## src/rtl/pipe_run_ctrl_if.sv

```systemverilog
// Debug command channel for the pipeline run controller.
// The debugger side (master) presents a command; the controller (slave)
// consumes it in the same cycle and may flag it as illegal one cycle later.
interface pipe_run_ctrl_if;
  logic        cmd_valid;
  logic [1:0]  cmd_op;
  logic [15:0] cmd_arg;
  logic        cmd_ready;
  logic        cmd_err;

  modport master (
    output cmd_valid,
    output cmd_op,
    output cmd_arg,
    input  cmd_ready,
    input  cmd_err
  );

  modport slave (
    input  cmd_valid,
    input  cmd_op,
    input  cmd_arg,
    output cmd_ready,
    output cmd_err
  );
endinterface

```

## src/rtl/pipe_run_ctrl.sv

```systemverilog
// Run/halt/step debug controller for the 5-stage pipelined CPU.
// Watches retirements in WB and drives a single global stall that freezes the
// PC and every pipeline register. Supports a retirement PC breakpoint,
// N-instruction stepping, and free-running cycle/retire counters.
module pipe_run_ctrl #(
  parameter int unsigned XLEN         = 32,
  parameter int unsigned CNT_W        = 32,
  parameter bit          RESET_HALTED = 1'b0
) (
  input  logic             clk,
  input  logic             rstn,        // active-high asynchronous reset
  pipe_run_ctrl_if.slave   cmd,
  input  logic             bp_en,
  input  logic [XLEN-1:0]  bp_addr,
  input  logic             wb_valid,
  input  logic [XLEN-1:0]  pc_WB,
  output logic             stall_o,
  output logic             halted,
  output logic [1:0]       halt_cause,
  output logic [CNT_W-1:0] cycle_cnt,
  output logic [CNT_W-1:0] retire_cnt
);

  typedef enum logic [1:0] {
    ST_HALTED   = 2'd0,
    ST_RUNNING  = 2'd1,
    ST_STEPPING = 2'd2
  } state_e;

  localparam logic [1:0] OP_RUN   = 2'b00;
  localparam logic [1:0] OP_HALT  = 2'b01;
  localparam logic [1:0] OP_STEP  = 2'b10;
  localparam logic [1:0] OP_CLEAR = 2'b11;

  localparam logic [1:0] CAUSE_NONE = 2'd0;
  localparam logic [1:0] CAUSE_CMD  = 2'd1;
  localparam logic [1:0] CAUSE_BP   = 2'd2;
  localparam logic [1:0] CAUSE_STEP = 2'd3;

  localparam state_e RST_STATE = RESET_HALTED ? ST_HALTED : ST_RUNNING;

  state_e           state_q, state_d;
  logic [15:0]      step_rem_q, step_rem_d;
  logic [1:0]       cause_q, cause_d;
  logic             cmd_err_q, cmd_err_d;
  logic [CNT_W-1:0] cycle_q, cycle_d;
  logic [CNT_W-1:0] retire_q, retire_d;

  logic stalled;
  logic ret;
  logic hit;
  logic cmd_run, cmd_halt, cmd_step, cmd_clear;

  // The stall is a pure function of the registered state, so it is glitch-free
  // and takes effect exactly one edge after the deciding event.
  assign stalled = (state_q == ST_HALTED);

  // A frozen WB instruction is not a retirement; this also keeps a breakpoint
  // from re-firing while parked on it.
  assign ret = wb_valid & ~stalled;
  assign hit = ret & bp_en & (pc_WB == bp_addr);

  assign cmd_run   = cmd.cmd_valid & (cmd.cmd_op == OP_RUN);
  assign cmd_halt  = cmd.cmd_valid & (cmd.cmd_op == OP_HALT);
  assign cmd_step  = cmd.cmd_valid & (cmd.cmd_op == OP_STEP);
  assign cmd_clear = cmd.cmd_valid & (cmd.cmd_op == OP_CLEAR);

  // Next-state: command handling, halt arbitration (bp > step done > HALT cmd)
  // and counter updates.
  always_comb begin
    state_d    = state_q;
    step_rem_d = step_rem_q;
    cause_d    = cause_q;
    cmd_err_d  = 1'b0;
    cycle_d    = cycle_q;
    retire_d   = retire_q;

    if (!stalled) begin
      cycle_d = cycle_q + 1'b1;
    end
    if (ret) begin
      retire_d = retire_q + 1'b1;
    end

    // Only HALT is legal outside HALTED; everything else is dropped and flagged.
    if (cmd.cmd_valid && (cmd.cmd_op != OP_HALT) && (state_q != ST_HALTED)) begin
      cmd_err_d = 1'b1;
    end

    case (state_q)
      ST_HALTED: begin
        if (cmd_run) begin
          state_d = ST_RUNNING;
        end else if (cmd_step) begin
          state_d    = ST_STEPPING;
          step_rem_d = (cmd.cmd_arg == 16'd0) ? 16'd1 : cmd.cmd_arg;
        end else if (cmd_clear) begin
          cycle_d  = '0;
          retire_d = '0;
        end
      end

      ST_RUNNING: begin
        if (hit) begin
          state_d = ST_HALTED;
          cause_d = CAUSE_BP;
        end else if (cmd_halt) begin
          state_d = ST_HALTED;
          cause_d = CAUSE_CMD;
        end
      end

      ST_STEPPING: begin
        if (hit) begin
          state_d    = ST_HALTED;
          cause_d    = CAUSE_BP;
          step_rem_d = 16'd0;
        end else if (ret && (step_rem_q == 16'd1)) begin
          state_d    = ST_HALTED;
          cause_d    = CAUSE_STEP;
          step_rem_d = 16'd0;
        end else if (cmd_halt) begin
          state_d    = ST_HALTED;
          cause_d    = CAUSE_CMD;
          step_rem_d = 16'd0;
        end else if (ret) begin
          step_rem_d = step_rem_q - 16'd1;
        end
      end

      default: begin
        state_d    = RST_STATE;
        step_rem_d = 16'd0;
      end
    endcase
  end

  // State and counter registers; reset discards any run or step in progress.
  always_ff @(posedge clk or posedge rstn) begin
    if (rstn) begin
      state_q    <= RST_STATE;
      step_rem_q <= 16'd0;
      cause_q    <= CAUSE_NONE;
      cmd_err_q  <= 1'b0;
      cycle_q    <= '0;
      retire_q   <= '0;
    end else begin
      state_q    <= state_d;
      step_rem_q <= step_rem_d;
      cause_q    <= cause_d;
      cmd_err_q  <= cmd_err_d;
      cycle_q    <= cycle_d;
      retire_q   <= retire_d;
    end
  end

  assign stall_o       = stalled;
  assign halted        = stalled;
  assign halt_cause    = cause_q;
  assign cycle_cnt     = cycle_q;
  assign retire_cnt    = retire_q;
  assign cmd.cmd_ready = 1'b1;
  assign cmd.cmd_err   = cmd_err_q;

endmodule

```

## src/flat_wrapper.sv

```systemverilog
// flat-port wrapper written by rule: the top's interface ports become plain ports
module pipe_run_ctrl_flat 
#(
  parameter int unsigned XLEN         = 32,
  parameter int unsigned CNT_W        = 32,
  parameter bit          RESET_HALTED = 1'b0
)
  (clk, rstn, bp_en, bp_addr, wb_valid, pc_WB, stall_o, halted, halt_cause, cycle_cnt, retire_cnt, cmd_cmd_valid, cmd_cmd_op, cmd_cmd_arg, cmd_cmd_ready, cmd_cmd_err);
  pipe_run_ctrl_if cmd_i ();
  input  logic clk;
  input  logic rstn;
  input  logic bp_en;
  input  logic [XLEN-1:0] bp_addr;
  input  logic wb_valid;
  input  logic [XLEN-1:0] pc_WB;
  output logic stall_o;
  output logic halted;
  output logic [1:0] halt_cause;
  output logic [CNT_W-1:0] cycle_cnt;
  output logic [CNT_W-1:0] retire_cnt;
  input wire logic [$bits(cmd_i.cmd_valid)-1:0] cmd_cmd_valid;
  input wire logic [$bits(cmd_i.cmd_op)-1:0] cmd_cmd_op;
  input wire logic [$bits(cmd_i.cmd_arg)-1:0] cmd_cmd_arg;
  output wire logic [$bits(cmd_i.cmd_ready)-1:0] cmd_cmd_ready;
  output wire logic [$bits(cmd_i.cmd_err)-1:0] cmd_cmd_err;
  assign cmd_i.cmd_valid = cmd_cmd_valid;
  assign cmd_i.cmd_op = cmd_cmd_op;
  assign cmd_i.cmd_arg = cmd_cmd_arg;
  assign cmd_cmd_ready = cmd_i.cmd_ready;
  assign cmd_cmd_err = cmd_i.cmd_err;
  pipe_run_ctrl #(.XLEN(XLEN), .CNT_W(CNT_W), .RESET_HALTED(RESET_HALTED)) u_core (.clk(clk), .rstn(rstn), .cmd(cmd_i), .bp_en(bp_en), .bp_addr(bp_addr), .wb_valid(wb_valid), .pc_WB(pc_WB), .stall_o(stall_o), .halted(halted), .halt_cause(halt_cause), .cycle_cnt(cycle_cnt), .retire_cnt(retire_cnt));
endmodule
```

## config.mk

```make
export PLATFORM = sky130hd
export DESIGN_NAME = pipe_run_ctrl_flat
export DESIGN_NICKNAME = d
export VERILOG_FILES = /design/src/rtl/pipe_run_ctrl_if.sv /design/src/rtl/pipe_run_ctrl.sv /design/src/flat_wrapper.sv
export SDC_FILE = /design/constraint.sdc
export NUM_CORES = 1
export LEC_CHECK = 0
export ABC_AREA = 1
export ABC_CLOCK_PERIOD_IN_PS = 2800
export CORE_MARGIN = 4
export CORE_UTILIZATION = 25
export DETAILED_ROUTE_END_ITERATION = 10
export HOLD_SLACK_MARGIN = 0.02
export SETUP_SLACK_MARGIN = 0.2
export SLEW_MARGIN = 20
export SYNTH_ARGS = -nofsm -noshare
export SYNTH_HDL_FRONTEND = slang
export SYNTH_SLANG_ARGS = --single-unit
```

## constraint.sdc

```tcl
create_clock -name clk -period 2.8 [get_ports clk]
set_input_delay 0.56 -clock clk [delete_from_list [all_inputs] [get_ports clk]]
set_output_delay 0.56 -clock clk [all_outputs]
set_load 0.005 [all_outputs]
```

# Word-level counts from Yosys, hierarchy flattened
# Cells that the tools add are included.
classes:
  reduce_logical: 9
  add_sub_neg: 3
  n_eq_ne: 12
  mux: 31
  n_bitwise: 9
ops:
  columns: ["op", "n"]
  rows:
  - ["$mux 32", 10]
  - ["$mux 16", 7]
  - ["$add 32x1->32 const B", 2]
  - ["$pmux 16 s3", 1]
  - ["$eq 32x32->1", 1]
  - ["$mux 2", 10]
  - ["$eq 16x1->1 const B", 1]
  - ["$logic_not 16->1", 1]
  - ["$sub 16x1->16 const B", 1]
  - ["$and 1x1->1", 7]
  - ["$eq 2x2->1 const B", 3]
  - ["$pmux 2 s3", 1]
  - ["$ne 5x1->1 const B", 1]
  - ["$eq 2x1->1 const B", 2]
  - ["$logic_not 2->1", 2]
  - ["$ne 2x2->1 const B", 2]
  - ["$pmux 2 s2", 1]
  - ["$reduce_and 4->1", 1]
  - ["$reduce_bool 2->1", 2]
  - ["$logic_and 1x1->1", 3]
  - ["$ne 3x3->1 const B", 1]
  - ["$ne 2x1->1 const B", 1]
  - ["$not 1->1", 2]
  - ["$mux 1", 1]
word_totals:
  reg_bits: 85
  out_inout_bits: 70
  inputBits: 87
  elab_cells: 70

# Depth between registers and ports, before layout
logic_depth:
  ltp_word: 8
  ltp_mapped: 15

# Worst setup path after synthesis
# OpenSTA, ideal clock, no wires.
synth_path:
  kind: "register -> register"
  start: "reg u_core.state_q[0]"
  end: "reg u_core.state_q[1]"
  t_required_ns: 2.684
  stages_incl_launch_ff: 16
  arrival_ns: 1.949
  slack_ns: 0.734
  path_buffers: 3
  cell_sequence: "dfstp_2 -> inv_1 -> ha_1 -> buf_6 -> nor2_8 -> buf_6 -> nand3_2 -> nor2_2 -> nand2_1 -> nor2_2 -> nand3_2 -> buf_6 -> nand3_2 -> nand2_1 -> nand2_1 -> nand2_1"
synth_via:
  elab_chain_len: 7
  word_cells_on_any_way: 13
synth_rtl:
  columns: ["item", "line_no", "rtl"]
  rows:
  - ["from (decl)", "pipe_run_ctrl.sv:42", "state_e state_q, state_d;"]
  - ["from (signal assigned)", "pipe_run_ctrl.sv:148", "state_q <= state_d;"]
  - ["$logic_not 2->1 (*)", "pipe_run_ctrl.sv:56", "assign stalled = (state_q == ST_HALTED);"]
  - ["net halted", "flat_wrapper.sv:17", "output logic halted;"]
  - ["$not 1->1", "pipe_run_ctrl.sv:60", "assign ret = wb_valid & ~stalled;"]
  - ["$and 1x1->1", "pipe_run_ctrl.sv:60", null]
  - ["$and 1x1->1 or $logic_and 1x1->1 (tied branches)", "pipe_run_ctrl.sv:61, pipe_run_ctrl.sv:118", null]
  - ["$and 1x1->1 or $mux 2 (tied branches)", "pipe_run_ctrl.sv:61, pipe_run_ctrl.sv:118", null]
  - ["$mux 2 (on tied branches)", "pipe_run_ctrl.sv:114, pipe_run_ctrl.sv:104", null]
  - ["$pmux 2 s3", "pipe_run_ctrl.sv:90", "case (state_q)"]
# The timed path passes the listed nets; every way through them passes the cells marked *.
# A chain may end at the register's enable or synchronous reset.

# Worst setup path in the final report
layout_path:
  start: "reg u_core.state_q[1]"
  end: "out halted"
layout_via:
  elab_chain_len: 1
layout_rtl:
  columns: ["item", "line_no"]
  rows:
  - ["$logic_not 2->1", "pipe_run_ctrl.sv:56"]
  - ["to (decl)", "flat_wrapper.sv:17"]
# No other way between the ends.

==> metrics.cfg <==
[drt]
dr.first_iter.drc_count=235
via_count=5819
detail_route.wl_per_cell_microns=13.18
remaining_drc_errors=0
drtAntennaViolNets=0
via_per_inst=4.408
wl_mm=17.40
dr.pass1.iters=5

[grt]
first_global_vias=5853
grt_use_met1_pct=16.54
grt_use_met2_pct=23.40
grt_max_degree=69
use_met3_pct=3.273
globalRouteTotalUtil_pct=13.36
antenna_found_initial=0
grt_busiest_layer=met2
grt_pass1_wl_mm=28.68
overflow=0

[worst_setup_path]
start_kind=register
worstSetupEndpointType=output pin
crit_fanout=10
r2r_start=u_core.state_q[0]
cp-startpoint=u_core.state_q[1]
r2r_end=u_core.cycle_cnt[26]
worst-r2r-cell-count=12
reg2reg_slack_ns=0.46
worst_ep_arrival_time_ns=1.94
path_class=register to output pin
cp-endpoint=halted
critPathRequiredTime_ns=2.24

[clocking]
postCtsSetupBuffers=0
cts_sinks=85
cts_tree=yes
clk_latency_ns=0.35
clock_path_buffers=2
cts_made_buffers=9
cts-resized-gates=0
path_clk_slew_ns=0.07
cts-root-buf=clkbuf_16
holdBufCountCts=0
h-tree-depth=3

[placed_design]
dpl.cell_count=1304
hpwl_mm=13.82
place_congestion=0.8176
io_buffers=155

[worst_hold_path]
holdCritPathClass=register to register
hold_depth=2

[synthesis]
synth_edf_count=0
synthDistinctLibCells=43
mappedNetlistNets=934
ys_async_sr_fraction_pct=100.0
synthFlopType=dfrtp_1
syn_area_sq_um=5947
synth_seq_cells=85
syn_inst=839
synth_seq_area_share_pct=35.79
synth_area_per_cell_sq_um=7.088
ys_warn_count=0

[finish]
layout.cells.non_filler=1320
fill_cells=2535
drive_above_1_share_pct=9.191
multi_input_area_sq_um=3328
syn_to_final_growth_pct=37.41
nets=1091
antenna_cells=0
utilization_pct=34.92
regArea_sq_um=2128

[sta]
final.min_clock_period_ns=2.501
clock_skew_ns=0.01283
fmax_ghz=0.3998
fin_tns_setup_ns=0
final_hold_viol_count=0
maxSlewViolCount=0
slew_headroom_pct=58.49
setup_viol=0
period_share_pct=89.34
rsz0062_at_grt=no
worst_slew_pin_slew_ns=0.6218

[run_status]
status=completed

[flow_run]
cap_viol_max_count=0

[floorplanning]
die_w_microns=162.2
coreArea_sq_um=23400
placementRows=56
ios=157
die_h_microns=162.2
initial_core_util_pct=25.41
die-area_sq_um=26320

[power_and_ir_drop]
power.leakage_nw=3.499
cellPowerDensity_nw_per_um2=711.9
total_power_mw=5.817
ir_worst_vdd_uv=294.7

==> registers in the layout, summed over array words and instances (netlist names) <==
signal,flops
u_core.cmd.cmd_err,1
u_core.cycle_cnt,32
u_core.halt_cause,2
u_core.retire_cnt,32
u_core.state_q,2
u_core.step_rem_q,16
==> area by class of cell <==
cell class                 instances  area share [%]
multi-input combinational        635           40.73
sequential                        85           26.04
timing repair buffer             163           19.87
clock inverter                     7          0.9646
tap                              319           4.884
inverter                         102           4.747
clock buffer                       9           2.756
==> synthesized netlist by cell type (all sizes together), types with 7 or more instances <==
cell	number	area share, %
clkbuf	7	0.44
ha	8	1.7
dfrtp	84	35
nand4	23	2.4
a21oi	41	3.5
nand2	240	15
nor2	124	9.4
xnor2	38	5.6
nor3	20	1.9
buf	10	1.4
inv	98	6.2
o21ai	31	2.6
xor2	20	2.9
nand3	64	7.2
==> logic make-up (layout without fill, tap and decap cells) <==
logic type | Yosys count | after routing | synth area share, %
flip-flops | 85 | 85 | 35.79
AO/OA/AOI/OAI | 79 | 79 | 6.943
buffers and inverters | 119 | 281 | 8.289
adder cells (fa/ha/maj) | 8 | 8 | 1.683
multiplexers | 1 | 1 | 0.1683
other | 1 | 1 | 0.06306
XOR/XNOR | 58 | 58 | 8.542
AND/OR/NAND/NOR | 488 | 488 | 38.52
==> report_power, final <==
group | leakage, nW | switching (mW) | internal [mW]
logic | 2.22 | 1.37 | 1.19
clock network | 0.151 | 0.549 | 0.705
registers | 1.13 | 0.433 | 1.57
==> worst max-delay path: stages (launching register included) <==
cell and delay (ns):
dfrtp_1 0.43, inv_1 0.13, ha_2 0.29, buf_4 0.22, clkdlybuf4s50_1 0.52
==> cell usage in the layout (no fill, tap or decap), drive strengths merged <==
cell type	instances
clkdlybuf4s50	155
ha	8
bufinv	1
inv	101
clkinvlp	1
clkbuf	9
xor2	20
nor2	124
mux2i	1
dfstp	1
a31oi	1
nor3	20
nand4	23
o21a	1
dfrtp	84
buf	8
a22oi	1
nor3b	1
a21oi	41
and3	2
or2	2
o31ai	2
nand3b	5
xnor2	38
nand2	240
o21ai	31
nand3	64
nor4	5
clkinv	6
conb	1
and2	2
a211oi	1
o311ai	1
==> stage by stage <==
step | area (sq um) | hold slack (ns) | setup WS [ns]
2_1_floorplan | 5951 | 0.4714 | 0.7345
3_3_place_gp | 7865 | 0.4976 | 0.3628
3_5_place_dp | 7865 | 0.5007 | 0.3280
4_1_cts | 8169 | 0.5205 | 0.2026
5_1_grt | 8172 | 0.5591 | 0.2087
6_report | 8172 | 0.5178 | 0.2986
==> metal layers <==
layer,share of wire (%),vias up
met5,0,-
met4,1.2,0
met3,5.9,18
met2,48,163
met1,44,2646
li1,-,2992
==> worst min-delay path by stage <==
stage	startpoint	end	slack, ns
floorplan	u_core.step_rem_q[1]	u_core.step_rem_q[1]	0.47
global placement	u_core.step_rem_q[0]	u_core.step_rem_q[0]	0.50
global route	u_core.step_rem_q[0]	u_core.step_rem_q[0]	0.56
finish	u_core.step_rem_q[1]	u_core.step_rem_q[1]	0.52
CTS	u_core.step_rem_q[1]	u_core.step_rem_q[1]	0.52
detailed placement	u_core.step_rem_q[1]	u_core.step_rem_q[1]	0.50
(Power assumes the default switching activity.)
